**config.mk**
```make
export PLATFORM = sky130hd
export DESIGN_NAME = imm_op_sequencer_flat
export DESIGN_NICKNAME = d
export VERILOG_FILES = /design/src/rtl/imm_op_sequencer_if.sv /design/src/rtl/imm_op_sequencer.sv /design/src/flat_wrapper.sv
export SDC_FILE = /design/constraint.sdc
export NUM_CORES = 1
export LEC_CHECK = 0
export ABC_AREA = 1
export BUFFER_PORTS_ARGS = -buffer_cell sky130_fd_sc_hd__buf_2
export CAP_MARGIN = 20
export CORE_MARGIN = 2
export CORE_UTILIZATION = 42
export DETAILED_ROUTE_END_ITERATION = 10
export GPL_ROUTABILITY_DRIVEN = 0
export PLACE_DENSITY = 0.85
export RECOVER_POWER = 100
export SYNTH_ARGS = -nofsm -noshare
export SYNTH_HDL_FRONTEND = slang
export SYNTH_SLANG_ARGS = --single-unit
```
**constraint.sdc**
```tcl
create_clock -name clock -period 3.2 [get_ports clock]
set_clock_uncertainty 0.15 [all_clocks]
set_input_delay 0.16 -clock clock [delete_from_list [all_inputs] [get_ports clock]]
set_output_delay 0.16 -clock clock [all_outputs]
set_load 0.01 [all_outputs]
```
**src/rtl/imm_op_sequencer_if.sv**
```systemverilog
// Control-strobe bundle between the immediate-class sequencer and the datapath.
// The master side is the sequencer; the slave side is the datapath.
interface imm_op_sequencer_if;
    logic        run;
    logic        step_mode;
    logic        mem_ready;
    logic [31:0] ir;

    logic PCout, MARin, IncPC, Zlowin, Zlowout, PCin, Read, MD_read, MDRin, MDRout, IRin;
    logic Gra, Grb, Rin, Rout, BAout, Yin, Csignout;
    logic ADD, AND, OR;
    logic done, illegal, bus_error;

    modport master (
        input  run, step_mode, mem_ready, ir,
        output PCout, MARin, IncPC, Zlowin, Zlowout, PCin, Read, MD_read, MDRin, MDRout, IRin,
        output Gra, Grb, Rin, Rout, BAout, Yin, Csignout,
        output ADD, AND, OR,
        output done, illegal, bus_error
    );

    modport slave (
        output run, step_mode, mem_ready, ir,
        input  PCout, MARin, IncPC, Zlowin, Zlowout, PCin, Read, MD_read, MDRin, MDRout, IRin,
        input  Gra, Grb, Rin, Rout, BAout, Yin, Csignout,
        input  ADD, AND, OR,
        input  done, illegal, bus_error
    );
endinterface

```
**src/rtl/imm_op_sequencer.sv**
```systemverilog
// Fetch/execute control sequencer for addi/andi/ori. Strobes are decoded from the
// registered state; T1 and T3 also look at mem_ready and ir, which are only valid there.
module imm_op_sequencer #(
    parameter int               OPC_W    = 5,
    parameter logic [OPC_W-1:0] ADDI_OPC = 5'b01100,
    parameter logic [OPC_W-1:0] ANDI_OPC = 5'b01101,
    parameter logic [OPC_W-1:0] ORI_OPC  = 5'b01110,
    parameter int               TIMEOUT  = 8
) (
    input  logic                clock,
    input  logic                clear,
    imm_op_sequencer_if.master  bus
);
    localparam int CNT_W = $clog2(TIMEOUT + 1);
    localparam logic [CNT_W-1:0] LAST_WAIT = CNT_W'(TIMEOUT - 1);
    localparam logic [CNT_W-1:0] CNT_MAX   = CNT_W'(TIMEOUT);

    typedef enum logic [2:0] {S_IDLE, S_T0, S_T1, S_T2, S_T3, S_T4, S_T5} state_t;
    typedef enum logic [1:0] {OP_NONE, OP_ADD, OP_AND, OP_OR} alu_op_t;

    state_t           state_reg, state_next;
    logic [CNT_W-1:0] wait_cnt_reg, wait_cnt_next;
    alu_op_t          op_reg, op_next;
    alu_op_t          dec_op;

    logic [OPC_W-1:0] opcode;
    logic [3:0]       rb_field;
    logic             ir_unused;

    assign opcode    = bus.ir[31:32-OPC_W];
    assign rb_field  = bus.ir[22:19];
    assign ir_unused = ^bus.ir;

    always_comb begin
        dec_op = OP_NONE;
        if (opcode == ADDI_OPC)      dec_op = OP_ADD;
        else if (opcode == ANDI_OPC) dec_op = OP_AND;
        else if (opcode == ORI_OPC)  dec_op = OP_OR;
    end

    always_ff @(posedge clock or posedge clear) begin
        if (clear) begin
            state_reg    <= S_IDLE;
            wait_cnt_reg <= '0;
            op_reg       <= OP_NONE;
        end else begin
            state_reg    <= state_next;
            wait_cnt_reg <= wait_cnt_next;
            op_reg       <= op_next;
        end
    end

    always_comb begin
        state_next    = state_reg;
        wait_cnt_next = wait_cnt_reg;
        op_next       = op_reg;
        bus.PCout = 1'b0; bus.MARin = 1'b0; bus.IncPC = 1'b0; bus.Zlowin = 1'b0;
        bus.Zlowout = 1'b0; bus.PCin = 1'b0; bus.Read = 1'b0; bus.MD_read = 1'b0;
        bus.MDRin = 1'b0; bus.MDRout = 1'b0; bus.IRin = 1'b0;
        bus.Gra = 1'b0; bus.Grb = 1'b0; bus.Rin = 1'b0; bus.Rout = 1'b0;
        bus.BAout = 1'b0; bus.Yin = 1'b0; bus.Csignout = 1'b0;
        bus.ADD = 1'b0; bus.AND = 1'b0; bus.OR = 1'b0;
        bus.done = 1'b0; bus.illegal = 1'b0; bus.bus_error = 1'b0;

        case (state_reg)
            S_IDLE: begin
                if (bus.run) state_next = S_T0;
            end
            S_T0: begin
                bus.PCout = 1'b1; bus.MARin = 1'b1; bus.IncPC = 1'b1; bus.Zlowin = 1'b1;
                wait_cnt_next = '0;
                state_next    = S_T1;
            end
            S_T1: begin
                bus.Read = 1'b1; bus.MD_read = 1'b1; bus.MDRin = 1'b1;
                // PC write-back only on the first wait cycle so the PC moves exactly once
                if (wait_cnt_reg == '0) begin
                    bus.Zlowout = 1'b1; bus.PCin = 1'b1;
                end
                if (bus.mem_ready) begin
                    state_next = S_T2;
                end else if (wait_cnt_reg == LAST_WAIT) begin
                    bus.bus_error = 1'b1;
                    state_next    = S_IDLE;
                end else if (wait_cnt_reg != CNT_MAX) begin
                    wait_cnt_next = wait_cnt_reg + CNT_W'(1);
                end
            end
            S_T2: begin
                bus.MDRout = 1'b1; bus.IRin = 1'b1;
                state_next = S_T3;
            end
            S_T3: begin
                if (dec_op == OP_NONE) begin
                    bus.illegal = 1'b1;
                    state_next  = S_IDLE;
                end else begin
                    bus.Grb = 1'b1; bus.Yin = 1'b1;
                    bus.BAout = (rb_field == 4'd0);
                    bus.Rout  = (rb_field != 4'd0);
                    op_next    = dec_op;
                    state_next = S_T4;
                end
            end
            S_T4: begin
                bus.Csignout = 1'b1; bus.Zlowin = 1'b1;
                bus.ADD = (op_reg == OP_ADD);
                bus.AND = (op_reg == OP_AND);
                bus.OR  = (op_reg == OP_OR);
                state_next = S_T5;
            end
            S_T5: begin
                bus.Zlowout = 1'b1; bus.Gra = 1'b1; bus.Rin = 1'b1; bus.done = 1'b1;
                state_next = (bus.run && !bus.step_mode) ? S_T0 : S_IDLE;
            end
            default: state_next = S_IDLE;
        endcase
    end
endmodule

```
**src/flat_wrapper.sv**
```systemverilog
// flat-port wrapper written by rule: the top's interface ports become plain ports
module imm_op_sequencer_flat 
#(
    parameter int               OPC_W    = 5,
    parameter logic [OPC_W-1:0] ADDI_OPC = 5'b01100,
    parameter logic [OPC_W-1:0] ANDI_OPC = 5'b01101,
    parameter logic [OPC_W-1:0] ORI_OPC  = 5'b01110,
    parameter int               TIMEOUT  = 8
)
  (clock, clear, bus_run, bus_step_mode, bus_mem_ready, bus_ir, bus_PCout, bus_MARin, bus_IncPC, bus_Zlowin, bus_Zlowout, bus_PCin, bus_Read, bus_MD_read, bus_MDRin, bus_MDRout, bus_IRin, bus_Gra, bus_Grb, bus_Rin, bus_Rout, bus_BAout, bus_Yin, bus_Csignout, bus_ADD, bus_AND, bus_OR, bus_done, bus_illegal, bus_bus_error);
  imm_op_sequencer_if bus_i ();
  input  logic clock;
  input  logic clear;
  input wire logic [$bits(bus_i.run)-1:0] bus_run;
  input wire logic [$bits(bus_i.step_mode)-1:0] bus_step_mode;
  input wire logic [$bits(bus_i.mem_ready)-1:0] bus_mem_ready;
  input wire logic [$bits(bus_i.ir)-1:0] bus_ir;
  output wire logic [$bits(bus_i.PCout)-1:0] bus_PCout;
  output wire logic [$bits(bus_i.MARin)-1:0] bus_MARin;
  output wire logic [$bits(bus_i.IncPC)-1:0] bus_IncPC;
  output wire logic [$bits(bus_i.Zlowin)-1:0] bus_Zlowin;
  output wire logic [$bits(bus_i.Zlowout)-1:0] bus_Zlowout;
  output wire logic [$bits(bus_i.PCin)-1:0] bus_PCin;
  output wire logic [$bits(bus_i.Read)-1:0] bus_Read;
  output wire logic [$bits(bus_i.MD_read)-1:0] bus_MD_read;
  output wire logic [$bits(bus_i.MDRin)-1:0] bus_MDRin;
  output wire logic [$bits(bus_i.MDRout)-1:0] bus_MDRout;
  output wire logic [$bits(bus_i.IRin)-1:0] bus_IRin;
  output wire logic [$bits(bus_i.Gra)-1:0] bus_Gra;
  output wire logic [$bits(bus_i.Grb)-1:0] bus_Grb;
  output wire logic [$bits(bus_i.Rin)-1:0] bus_Rin;
  output wire logic [$bits(bus_i.Rout)-1:0] bus_Rout;
  output wire logic [$bits(bus_i.BAout)-1:0] bus_BAout;
  output wire logic [$bits(bus_i.Yin)-1:0] bus_Yin;
  output wire logic [$bits(bus_i.Csignout)-1:0] bus_Csignout;
  output wire logic [$bits(bus_i.ADD)-1:0] bus_ADD;
  output wire logic [$bits(bus_i.AND)-1:0] bus_AND;
  output wire logic [$bits(bus_i.OR)-1:0] bus_OR;
  output wire logic [$bits(bus_i.done)-1:0] bus_done;
  output wire logic [$bits(bus_i.illegal)-1:0] bus_illegal;
  output wire logic [$bits(bus_i.bus_error)-1:0] bus_bus_error;
  assign bus_i.run = bus_run;
  assign bus_i.step_mode = bus_step_mode;
  assign bus_i.mem_ready = bus_mem_ready;
  assign bus_i.ir = bus_ir;
  assign bus_PCout = bus_i.PCout;
  assign bus_MARin = bus_i.MARin;
  assign bus_IncPC = bus_i.IncPC;
  assign bus_Zlowin = bus_i.Zlowin;
  assign bus_Zlowout = bus_i.Zlowout;
  assign bus_PCin = bus_i.PCin;
  assign bus_Read = bus_i.Read;
  assign bus_MD_read = bus_i.MD_read;
  assign bus_MDRin = bus_i.MDRin;
  assign bus_MDRout = bus_i.MDRout;
  assign bus_IRin = bus_i.IRin;
  assign bus_Gra = bus_i.Gra;
  assign bus_Grb = bus_i.Grb;
  assign bus_Rin = bus_i.Rin;
  assign bus_Rout = bus_i.Rout;
  assign bus_BAout = bus_i.BAout;
  assign bus_Yin = bus_i.Yin;
  assign bus_Csignout = bus_i.Csignout;
  assign bus_ADD = bus_i.ADD;
  assign bus_AND = bus_i.AND;
  assign bus_OR = bus_i.OR;
  assign bus_done = bus_i.done;
  assign bus_illegal = bus_i.illegal;
  assign bus_bus_error = bus_i.bus_error;
  imm_op_sequencer #(.OPC_W(OPC_W), .ADDI_OPC(ADDI_OPC), .ANDI_OPC(ANDI_OPC), .ORI_OPC(ORI_OPC), .TIMEOUT(TIMEOUT)) u_core (.clock(clock), .clear(clear), .bus(bus_i));
endmodule
```
==> metrics.csv <==
stage,metric,value,unit
worst_setup_path,cp.arrival,1.69,ns
worst_setup_path,crit_fanout,8,
cts,cts_tree,done,
global_routing,grt_use_total,17.1,%
synthesis,ys_ff_latch,9,
cells_and_area,area_growth,18.9,%
worst_setup_path,r2r_cells,6,
drt,drt_wl_total,1700,um
worst_setup_path,cp-endpoint,bus_BAout,
power,clock_power_share,12.6,%
drt,via_count,853,
worst_setup_path,slowest_delay,0.42,ns
synthesis,synth_cells,119,
cells_and_area,largest_reg_flops,4,
global_routing,gr-total-overflow,0,
cells_and_area,final_area,922,um2
placed_design,io_buffers,37,
drt,wire_per_inst,9.56,um
global_routing,grt_antenna_before_repair,0,
floorplan,core_area,1730,um2
power,p_sw,330,uW
cts,cts_buffer_depth,2,
worst_setup_path,startpoint,u_core.state_reg[1]$_DFFE_PP0P_,
sta,tightest_slew,0.474,ns
worst_setup_path,crit_path_cell_trace,"inv_1, nand3_1, nor2_1, inv_2, nor2_1, clkbuf_1",
floorplan,pin_count,61,
worst_setup_path,end_kind,output port,
global_routing,grt_pass1_wl,2710,um
sta,finalMaxSlewViolations,0,
worst_setup_path,cp_slowest_cell,dfrtp_1,
power,seq_power_share,29.9,%
synthesis,ys_seq_area_share,29.0,%
floorplan,die-area,2210,um2
worst_setup_path,timing.rr.start,u_core.wait_cnt_reg[0]$_DFFE_PP0P_,
cells_and_area,final_cell_mix,"clkbuf_1, inv_1, nand3_1, nand2_1, nor2_1",
power,pwr-share-comb,57.5,%
worst_setup_path,critPathKind,reg -> out,
sta,rsz0062_at_grt,false,
cts,htreeDepth,1,
cells_and_area,final_util,53.4,%
placed_design,dp_cells,173,
power,power_density,713,nW/um2
power,p_int,328,uW
cells_and_area,final_common_cell,clkbuf_1,
cts,clk_pin_slew,0.06,ns
floorplan,die_h,47.0,um
sta,slew_headroom,68.3,%
cts,cts_buffers,3,
synthesis,yosys.cell_types.count,19,
placed_design,hpwl,1450,um
hold_path,worstHoldPathCells,3,
sta,period_share,62.6,%
synthesis,syn_area,776,um2
synthesis,synth_fp_nets,158,
power,ir_worst_vdd,0.222,mV
global_routing,first_global_vias,721,
worst_setup_path,critPathTopFamily,simple AND/OR/NAND/NOR gates,
synthesis,ys_warn_count,0,
cts,clock_sinks,9,
hold_path,hp-start,bus_run,
worst_setup_path,cpMostUsedCell,nor2_1,
cts,cts-root-buf,clkbuf_4,
worst_setup_path,worstPathRequired,2.89,ns
sta,tns,0,ns
global_routing,grt_max_degree,10,
floorplan,rows,15,
drt,firstDrtPassIters,2,
worst_setup_path,r2r-end,u_core.wait_cnt_reg[2]$_DFFE_PP0P_,
placed_design,dpl_cell_area,932,um2
sta,fmaxAchievable,0.499,GHz
sta,hold_violations,0,
sta,period_needed,2.00,ns
cts,clk_latency,0.25,ns
flow_run,cap_violations,0,
cells_and_area,drive_above_1_share,15.7,%
worst_setup_path,crit_path_start_kind,register,
worst_setup_path,cp.depth,6,
run_status,status,"finished, final reports clean",
synthesis,postSynthAreaPerCell,6.52,um2
drt,avgViaCountPerCell,4.79,
power,p_sw_share,50.2,%
drt,drc,0,
sta,setup_viol,0,
cells_and_area,instances_no_fill,178,
power,leakage,0.524,nW
cts,cts-resized-gates,0,
cells_and_area,antenna_cells,0,
floorplan,chipWidth,47.0,um
drt,ant_nets,0,
worst_setup_path,reg2reg_slack,1.69,ns
hold_path,min-delay-path-class,in -> reg,
drt,drt-initial-drc-count,15,
floorplan,initial_core_util,44.9,%
cells_and_area,num-nets-final,193,
worst_setup_path,crit_buf_inv,3,
==> tightest hold or removal path, cell delays in order <==
cell and delay (ns):
buf_2 0.08, o21ai_0 0.07, nor2_1 0.10
==> logic make-up after synthesis <==
| group | share of synthesized area, % |
|---|---|
| simple gates | 43.2 |
| flops | 29.0 |
| fa+ha+maj | 3.23 |
| compound gates | 4.68 |
| buf+inv | 19.8 |
==> repair_timing <==
action                                 in CTS  in global routing
hold buffers                                1                  0
endpoints found under the hold margin       9                  0
setup buffers                               0                  0
==> layout make-up <==
class / instances / area [um2]
timing repair buffer: 38 / 168
sequential: 9 / 225
inverter: 25 / 93.8
multi-input combinational: 77 / 378
clock buffer: 4 / 26.3
fill: 190 / 805
tap: 25 / 31.3
==> worst min-delay path by stage <==
stage	end	slack, ns
6_report	u_core.state_reg[0]$_DFFE_PP0P_	0.06
5_1_grt	u_core.state_reg[0]$_DFFE_PP0P_	0.08
4_1_cts	u_core.state_reg[0]$_DFFE_PP0P_	0.06
3_5_place_dp	u_core.wait_cnt_reg[0]$_DFFE_PP0P_	-0.02
3_3_place_gp	u_core.wait_cnt_reg[0]$_DFFE_PP0P_	-0.03
2_1_floorplan	u_core.op_reg[0]$_DFFE_PP0P_	-0.16
==> Yosys cell counts, drive strengths merged <==
library cell / instances / area (um2)
or2: 1 / 6.26
o21bai: 1 / 11.3
o21ai: 4 / 20.0
ha: 2 / 25.0
inv: 25 / 93.8
dfrtp: 9 / 225
a21oi: 1 / 5.00
nand2: 18 / 67.6
nor3: 7 / 35.0
nand3: 19 / 105
buf: 8 / 60.1
nor2: 18 / 77.6
nand4: 6 / 43.8
==> power by group through the flow <==
stage,sequential [mW],clock [mW],combinational (mW)
3_3_place_gp,0.197,0,0.396
5_1_grt,0.201,0.0948,0.434
4_1_cts,0.199,0.0879,0.406
3_5_place_dp,0.201,0,0.403
2_1_floorplan,0.191,0,0.327
6_report,0.196,0.0831,0.378
==> layer usage <==
metal  GRT usage [%]  routed length (um)  up-vias
li1                -                   -      442
met1            20.3                 728      373
met2            29.6                 835       32
met3            1.15                  95        6
met4            11.1                  43        0
met5               0                   0        -
==> stage by stage <==
step / setup slack, ns / hold WS (ns) / power (mW)
after CTS: 1.43 / 0.0616 / 0.693
after global placement: 1.76 / -0.0265 / 0.593
after detailed placement: 1.71 / -0.0202 / 0.604
after global routing: 1.05 / 0.0778 / 0.730
after floorplan: 1.81 / -0.162 / 0.518
final: 1.20 / 0.0640 / 0.657
No activity file was read; power rests on OpenSTA's default activity.
